**config.mk**
```make
export PLATFORM = sky130hd
export DESIGN_NAME = apb_master_ctrl
export DESIGN_NICKNAME = d
export VERILOG_FILES = /design/src/rtl/apb_master_ctrl.sv
export SDC_FILE = /design/constraint.sdc
export NUM_CORES = 1
export LEC_CHECK = 0
export CAP_MARGIN = 20
export CORE_MARGIN = 4
export CORE_UTILIZATION = 35
export DETAILED_ROUTE_END_ITERATION = 6
export PLACE_DENSITY_LB_ADDON = 0.1
export SETUP_SLACK_MARGIN = 0.15
export SLEW_MARGIN = 15
export SYNTH_ARGS = -nofsm -noshare
export SYNTH_HDL_FRONTEND = slang
export SYNTH_SLANG_ARGS = --single-unit
```
**constraint.sdc**
```tcl
create_clock -name pclk -period 3.5 [get_ports pclk]
set_input_delay 0.525 -clock pclk [delete_from_list [all_inputs] [get_ports pclk]]
set_output_delay 0.525 -clock pclk [all_outputs]
set_load 0.01 [all_outputs]
```
**src/rtl/apb_master_ctrl.sv**
```systemverilog
// rtl/apb_master_ctrl.sv - APB4 master controller: valid/ready request/response to APB transfers
//
// Optional feature macro: APB_MASTER_TIMEOUT_EN (wait-state timeout in ACCESS).
//
// Ports:
//   pclk, preset                 clock, asynchronous active-high reset
//   req_valid/req_ready          request handshake; req_addr/write/wdata/strb/prot captured on accept
//   rsp_valid/rsp_ready          response handshake; rsp_rdata/rsp_slverr/rsp_timeout held while valid
//   pselx, penable, paddr,       APB4 request signals (one-hot select decoded from top address bits)
//   pwrite, pstrb, pwdata, pprot
//   pready, prdata, pslverr      APB4 completion signals, sampled only in ACCESS

module apb_master_ctrl #(
    parameter int NO_OF_SLAVES   = 1,
    parameter int ADDRESS_WIDTH  = 32,
    parameter int DATA_WIDTH     = 32,
    parameter int TIMEOUT_CYCLES = 16
) (
    input  logic                      pclk,
    input  logic                      preset,
    input  logic                      req_valid,
    output logic                      req_ready,
    input  logic [ADDRESS_WIDTH-1:0]  req_addr,
    input  logic                      req_write,
    input  logic [DATA_WIDTH-1:0]     req_wdata,
    input  logic [DATA_WIDTH/8-1:0]   req_strb,
    input  logic [2:0]                req_prot,
    output logic                      rsp_valid,
    input  logic                      rsp_ready,
    output logic [DATA_WIDTH-1:0]     rsp_rdata,
    output logic                      rsp_slverr,
    output logic                      rsp_timeout,
    output logic [NO_OF_SLAVES-1:0]   pselx,
    output logic                      penable,
    output logic [ADDRESS_WIDTH-1:0]  paddr,
    output logic                      pwrite,
    output logic [DATA_WIDTH/8-1:0]   pstrb,
    output logic [DATA_WIDTH-1:0]     pwdata,
    output logic [2:0]                pprot,
    input  logic                      pready,
    input  logic [DATA_WIDTH-1:0]     prdata,
    input  logic                      pslverr
);

    localparam int SEL_BITS = (NO_OF_SLAVES > 1) ? $clog2(NO_OF_SLAVES) : 0;
    localparam int IDX_W    = (SEL_BITS > 0) ? SEL_BITS : 1;

    if (TIMEOUT_CYCLES < 1 || (DATA_WIDTH != 8 && DATA_WIDTH != 16 && DATA_WIDTH != 32)) begin : g_bad_param
        $error("apb_master_ctrl: unsupported TIMEOUT_CYCLES or DATA_WIDTH");
    end

    typedef enum logic [1:0] {S_IDLE, S_SETUP, S_ACCESS, S_RESP} state_t;

    state_t             state;
    state_t             state_next;
    logic [IDX_W-1:0]   req_idx;
    logic [IDX_W-1:0]   sel_q;
    logic               idx_ok;
    logic               accept;
    logic               timed_out;

    // With a single slave there are no select bits; everything maps to slave 0.
    if (SEL_BITS > 0) begin : g_sel
        assign req_idx = req_addr[ADDRESS_WIDTH-1 -: IDX_W];
    end else begin : g_nosel
        assign req_idx = '0;
    end

    assign idx_ok = (32'(req_idx) < NO_OF_SLAVES);
    assign accept = req_valid && (state == S_IDLE);

`ifdef APB_MASTER_TIMEOUT_EN
    localparam int CNT_W = ($clog2(TIMEOUT_CYCLES + 1) > 8) ? $clog2(TIMEOUT_CYCLES + 1) : 8;
    logic [CNT_W-1:0] wait_cnt;

    // Abort on the cycle that would be the TIMEOUT_CYCLES-th wait state;
    // a pready in that same cycle still completes the transfer normally.
    assign timed_out = (state == S_ACCESS) && !pready &&
                       (wait_cnt == CNT_W'(TIMEOUT_CYCLES - 1));

    always_ff @(posedge pclk or posedge preset) begin
        if (preset) begin
            wait_cnt <= '0;
        end else if (state == S_SETUP) begin
            wait_cnt <= '0;
        end else if (state == S_ACCESS && !pready) begin
            wait_cnt <= wait_cnt + CNT_W'(1);
        end
    end
`else
    assign timed_out = 1'b0;
`endif

    always_ff @(posedge pclk or posedge preset) begin
        if (preset) begin
            state <= S_IDLE;
        end else begin
            state <= state_next;
        end
    end

    always_comb begin
        state_next = state;
        req_ready  = 1'b0;
        rsp_valid  = 1'b0;
        penable    = 1'b0;
        pselx      = '0;
        case (state)
            S_IDLE: begin
                req_ready = !preset;
                if (req_valid) begin
                    state_next = idx_ok ? S_SETUP : S_RESP;
                end
            end
            S_SETUP: begin
                pselx      = NO_OF_SLAVES'(1) << sel_q;
                state_next = S_ACCESS;
            end
            S_ACCESS: begin
                pselx   = NO_OF_SLAVES'(1) << sel_q;
                penable = 1'b1;
                if (pready || timed_out) begin
                    state_next = S_RESP;
                end
            end
            S_RESP: begin
                rsp_valid = 1'b1;
                if (rsp_ready) begin
                    state_next = S_IDLE;
                end
            end
            default: state_next = S_IDLE;
        endcase
    end

    // APB request fields load only for decodable requests so they keep their
    // last driven values through IDLE/RESP and across decode errors.
    always_ff @(posedge pclk or posedge preset) begin
        if (preset) begin
            sel_q       <= '0;
            paddr       <= '0;
            pwrite      <= 1'b0;
            pwdata      <= '0;
            pstrb       <= '0;
            pprot       <= '0;
            rsp_rdata   <= '0;
            rsp_slverr  <= 1'b0;
            rsp_timeout <= 1'b0;
        end else begin
            if (accept) begin
                if (idx_ok) begin
                    sel_q  <= req_idx;
                    paddr  <= req_addr;
                    pwrite <= req_write;
                    pwdata <= req_wdata;
                    pstrb  <= req_write ? req_strb : '0;
                    pprot  <= req_prot;
                end else begin
                    rsp_rdata   <= '0;
                    rsp_slverr  <= 1'b1;
                    rsp_timeout <= 1'b0;
                end
            end
            if (state == S_ACCESS && (pready || timed_out)) begin
                rsp_slverr  <= pready ? pslverr : 1'b1;
                rsp_timeout <= !pready;
                rsp_rdata   <= (pready && !pwrite && !pslverr) ? prdata : '0;
            end
        end
    end

endmodule

```
==> reports/metrics.csv, run 1 <==
stage,metric,value,unit
status,status,"finished, final reports clean",
finish,diodes,0,
global_routing,grt_usage,0.164,
setup_path,reg2reg_to,rsp_rdata[29]$_DFFE_PP0P_,
logic_synthesis,netlist.area_leader.share,0.671,
detailed_routing,drc_errors,0,
finish,instances_no_fill,618,
logic_synthesis,async_reset_ff_frac,1.00,
pwr,p_per_area,887,nW/um^2
clock_network,htreeDepth,3,
setup_path,worstSetupPathType,reg2out,
run,drv_cap,0,
logic_synthesis,synthesis.nets,368,
clock_network,cts_resized,0,
global_routing,grt_pass1_vias,3228,
hold_path,whs_path_depth,2,
logic_synthesis,synthTopCellsByCount,"dfrtp_1, mux2_2, a22o_1",
hold_path,min_delay_worst_endpoint,pstrb[1]$_DFFE_PP0P_,
sta,tns,0,ps
logic_synthesis,ys.flop_type,dfrtp_1,
setup_path,critPathMaxStageDelay,540,ps
die,rows,38,
finish,area_delta_synth_final,65.7,%
setup_path,crit_path_end_kind,output pin,
hold_path,min_from,pstrb[1]$_DFFE_PP0P_,
placed_design,portBuffers,219,
setup_path,cp_max_fo,4,
logic_synthesis,synth_most_common_cell,dfrtp_1,
logic_synthesis,ys_seq_elements,108,
sta,clock.fmax,428,MHz
pwr,switchingPower,1.78,mW
setup_path,crit_path_start_kind,register,
sta,slew_headroom,0.346,
detailed_routing,drt-initial-drc-count,121,
sta,drv_slew,0,
pwr,pwr-share-clk,0.176,
clock_network,post-cts-setup-buffers,0,
die,ios,220,
logic_synthesis,syn_area_per_cell,15.9,sq um
sta,max_slew.worst_pin.slew,982,ps
detailed_routing,routedWlPerCell,17.3,microns
sta,hold_violations,0,
global_routing,grt_overflow_total,0,
placed_design,hpwl,7730,microns
global_routing,grt_max_degree,109,
finish,drive_gt1_frac,0.190,
sta,period_share,0.668,
sta,min_period,2340,ps
logic_synthesis,yosysSeqAreaShare,0.671,
placed_design,gp_congestion,0.723,
clock_network,cts_tree,yes,
die,core,11000,sq um
detailed_routing,vias,2939,
placed_design,placed_cells,602,
global_routing,antenna_found_initial,0,
pwr,ir_drop,434,uV
setup_path,cp.required,2970,ps
clock_network,clockBufferDepth,2,
hold_path,holdCritPathClass,reg2reg,
clock_network,numClockSinks,108,
detailed_routing,viasPerCell,4.76,
logic_synthesis,synth_top_cell_by_area,dfrtp_1,
global_routing,grt_pass1_wl,16900,microns
pwr,power_frac_seq,0.365,
clock_network,path_clk_slew,70,ps
clock_network,cts-root-buf,clkbuf_16,
finish,final_nets,587,
die,start_util,0.365,
pwr,power.leakage,2.86,nW
clock_network,numCtsBuffers,9,
sta,finalSetupViolations,0,
logic_synthesis,synth-edff-count,0,
setup_path,arrival,1810,ps
detailed_routing,antenna_left,0,
die,die_h,115,microns
detailed_routing,drtPass1Iterations,4,
clock_network,clk_latency,340,ps
die,die_x,115,microns
sta,rsz0062_at_grt,no,
die,dieArea,13300,sq um
setup_path,rrSetupSlack,1460,ps
pwr,switching_share,0.301,
setup_path,r2r_cells,6,
pwr,p_int,4.14,mW
setup_path,crit_chain,"inv_1, ha_1, nor2b_1, clkdlybuf4s50_1",
logic_synthesis,ys_types,17,
detailed_routing,routed_wl,10700,microns
pwr,power_frac_comb,0.459,
setup_path,worst_path_max_delay_cell,clkdlybuf4s50_1,
sta,clock-skew-final,6.23,ps
setup_path,r2r-start,state[0]$_DFFE_PP0P_,
logic_synthesis,syn_area,4030,sq um
logic_synthesis,synthCells,254,
logic_synthesis,synth_area_leaders,"dfrtp_1, mux2_2, a22o_1",
clock_network,cts_hold_buf,0,
logic_synthesis,yosysWarningCount,0,
registers in the layout (all words and copies together), names as in the netlist:
name	flops
state	2
pstrb	4
rsp_slverr	1
rsp_timeout	1
pwdata	32
rsp_rdata	32
pprot	3
pwrite	1
paddr	32
worst max-delay path, delay by kind of cell (launching register included):
kind / cells / cell delay [ps]
flops: 1 / 390
buf+inv: 2 / 670
fa+ha+maj: 1 / 270
simple gates: 1 / 150
cell usage in the layout (no fill, tap or decap), types with 2 or more instances in the layout:
cell,count
clkdlybuf4s50_1,219
dfrtp_1,108
mux2_2,69
a22o_1,32
nand2_1,9
clkbuf_16,9
inv_1,5
o21ai_0,4
ha_1,4
clkinvlp_4,2
inv_6,2
clkinv_4,2
buf_4,2
worst max path at each step:
stage,endpoint,cells after the start,from,slack [ps]
finish,req_ready,4,state[0]$_DFFE_PP0P_,1160
global route,req_ready,4,state[0]$_DFFE_PP0P_,1040
CTS,req_ready,4,state[0]$_DFFE_PP0P_,1120
detailed placement,paddr[1]$_DFFE_PP0P_,3,req_valid,1170
global placement,pwdata[19]$_DFFE_PP0P_,3,req_valid,1200
floorplan,paddr[0]$_DFFE_PP0P_,1,preset,1670
power by group through the flow:
stage / clock [mW] / combinational, mW / sequential [mW]
2_1_floorplan: 0 / 0.871 / 2.46
3_3_place_gp: 0 / 2.72 / 2.16
3_5_place_dp: 0 / 2.75 / 2.18
4_1_cts: 1.08 / 2.77 / 2.17
5_1_grt: 1.13 / 2.90 / 2.26
6_report: 1.04 / 2.72 / 2.16
area by class of cell:
type | count | area, sq um
clock inverters | 7 | 83.8
well taps | 140 | 175
flip-flops and latches | 108 | 2700
repair buffers | 222 | 2230
inverters | 6 | 26.3
clock buffers | 9 | 225
fillers | 910 | 4350
multi-input cells | 126 | 1240
routing by layer:
metal	track usage	part of all wire	vias up
li1	-	-	1339
met1	0.197	0.40	1453
met2	0.269	0.48	131
met3	0.0621	0.099	16
met4	0.0626	0.022	0
met5	0	0	-
per-stage QoR:
step	instance area, sq um	hold WS [ps]	power (mW)	util	setup slack [ps]
detailed placement	6370	470	4.94	0.577	1170
floorplan	4030	512	3.33	-	1670
CTS	6680	488	6.02	0.605	1120
global placement	6370	462	4.88	0.577	1200
global route	6680	520	6.28	0.605	1040
finish	6680	481	5.92	0.605	1160
logic make-up (layout without fill, tap and decap cells):
group           after synthesis  in the layout  synth area share
flops                       108            108             0.671
mux                          71             71             0.198
compound gates               37             37            0.0770
buf+inv                      20            244            0.0258
simple gates                 14             14            0.0158
fa+ha+maj                     4              4            0.0124
(Power assumes the default switching activity.)
==> inputs of run 2 (changes only) <==
- clock period: 3.5 -> 2.1 ns (I/O delays scaled with it)
==> run 2 against run 1 <==
  * Design area up 0.54%
  * Sequential power increased by 67%
  * Worst setup slack got worse by 900 ps
  * Worst hold slack worse by 1.1 ps
  * Critical endpoint is now rsp_valid
  * Largest cell class unchanged
==> reports/metrics.csv, run 2 (same netlist as run 1, synthesis figures left out) <==
stage,metric,value,unit,change
clock_network,clk_latency,340,ps,about the same
die,start_util,0.365,,unchanged
sta,tns,0,ps,unchanged
die,dieArea,13300,sq um,unchanged
clock_network,numCtsBuffers,9,,unchanged
placed_design,placed_area,6410,sq um,was 6370 sq um
status,status,"finished, final reports clean",,unchanged
placed_design,dp_slack,288,ps,was 1170 ps
clock_network,cts_resized,7,,was 0
setup_path,arrival,1530,ps,was 1810 ps
global_routing,grt_usage,0.167,,was 0.164
placed_design,placed_cells,605,,was 602
sta,hold_violations,0,,unchanged
finish,area_delta_synth_final,66.6,%,was 65.7%
sta,rsz0062_at_grt,no,,unchanged
finish,largestRegisters,"paddr x32, pwdata x32, rsp_rdata x32",,unchanged
setup_path,crit_path_end_kind,output pin,,unchanged
finish,design_area,6710,sq um,was 6680 sq um
sta,clock-skew-final,5.76,ps,was 6.23 ps
clock_network,htreeDepth,3,,unchanged
sta,drv_slew,0,,unchanged
setup_path,rrSetupSlack,410,ps,was 1460 ps
clock_network,numClockSinks,108,,unchanged
finish,drive_gt1_frac,0.195,,was 0.190
detailed_routing,routed_wl,10900,microns,was 10700 microns
clock_network,cts-root-buf,clkbuf_16,,unchanged
detailed_routing,vias,2956,,was 2939
sta,min_period,1840,ps,
global_routing,grt_overflow_total,0,,unchanged
finish,layout_common_cells,"clkdlybuf4s50_1, dfrtp_1, mux2_2",,unchanged
pwr,ir_drop,1010,uV,was 434 uV
die,die_h,115,microns,unchanged
sta,finalSetupViolations,0,,unchanged
clock_network,post-cts-setup-buffers,0,,unchanged
sta,setup_ws,258,ps,was 1160 ps
sta,holdWs,480,ps,was 481 ps
clock_network,cts_hold_buf,0,,unchanged
finish,fillers,930,,was 910
finish,final_common_cell,clkdlybuf4s50_1,,unchanged
global_routing,grt_pass1_vias,3278,,was 3228
global_routing,grt_max_degree,109,,unchanged
setup_path,crit_path_start_kind,register,,unchanged
finish,final_nets,590,,was 587
die,rows,38,,unchanged
clock_network,path_clk_slew,70,ps,about the same
global_routing,grt_pass1_wl,17100,microns,was 16900 microns
hold_path,holdCritPathClass,in2async,,was reg2reg
setup_path,reg2reg_to,rsp_rdata[24]$_DFFE_PP0P_,,was rsp_rdata[29]$_DFFE_PP0P_
pwr,power.leakage,2.88,nW,was 2.86 nW
clock_network,cts_tree,yes,,unchanged
detailed_routing,drtPass1Iterations,5,,was 4
global_routing,antenna_found_initial,0,,unchanged
detailed_routing,drt-initial-drc-count,131,,was 121
finish,diodes,0,,unchanged
clock_network,clockBufferDepth,2,,unchanged
sta,period_share,0.877,,
sta,clock.fmax,543,MHz,
die,die_x,115,microns,unchanged
run,drv_cap,0,,unchanged
placed_design,portBuffers,219,,unchanged
sta,max_slew.worst_pin.slew,589,ps,was 982 ps
die,ios,220,,unchanged
setup_path,cp_max_fo,4,,unchanged
detailed_routing,routedWlPerCell,17.5,microns,was 17.3 microns
placed_design,gp_congestion,0.691,,was 0.723
setup_path,r2r_cells,6,,unchanged
setup_path,r2r-start,state[0]$_DFFE_PP0P_,,unchanged
pwr,p_per_area,1470,nW/um^2,was 887 nW/um^2
finish,instances_no_fill,621,,was 618
setup_path,cp.required,1780,ps,was 2970 ps
sta,slew_headroom,0.607,,was 0.346
detailed_routing,drc_errors,0,,unchanged
detailed_routing,viasPerCell,4.76,,about the same
setup_path,worstSetupPathType,reg2out,,unchanged
placed_design,hpwl,8070,microns,was 7730 microns
die,core,11000,sq um,unchanged
detailed_routing,antenna_left,0,,unchanged
==> run 2: worst max-delay path by stage <==
stage | start | slack [ps] | endpoint
6_report | state[1]$_DFFE_PP0P_ | 260 | rsp_valid
2_1_floorplan | preset | 480 | paddr[0]$_DFFE_PP0P_
5_1_grt | state[1]$_DFFE_PP0P_ | 170 | rsp_valid
3_5_place_dp | req_valid | 290 | pwdata[11]$_DFFE_PP0P_
4_1_cts | state[1]$_DFFE_PP0P_ | 260 | rsp_valid
3_3_place_gp | req_valid | 310 | paddr[12]$_DFFE_PP0P_
==> run 2: layer usage <==
metal,track usage,share of wire
met1,0.188,0.37
met2,0.279,0.50
met3,0.0853,0.11
met4,0.0493,0.014
met5,0,0
==> run 2: through the flow <==
step | power (mW) | utilization
final | 9.85 | 0.609
after global routing | 10.5 | 0.609
after CTS | 10.0 | 0.609
after detailed placement | 8.29 | 0.582
after global placement | 8.20 | 0.582
after floorplan | 5.55 | -
==> run 2: where the power goes <==
group	switching [mW]	total, mW	internal [mW]
registers	0.509	3.61	3.10
clock network	0.729	1.65	0.925
logic	1.69	4.58	2.89
==> run 2: cell type report <==
| class | count | area [sq um] | share of cell area |
|---|---|---|---|
| well taps | 140 | 175 | 0.0261 |
| flip-flops and latches | 108 | 2700 | 0.403 |
| inverters | 6 | 26.3 | 0.00391 |
| multi-input cells | 126 | 1250 | 0.186 |
| repair buffers | 225 | 2270 | 0.338 |
| clock inverters | 4 | 50.0 | 0.00746 |
| clock buffers | 12 | 236 | 0.0352 |
==> run 2: worst max-delay path, stage by stage (launching register included) <==
cell and delay (ps):
dfrtp_1 400, ha_1 200, clkdlybuf4s50_1 580
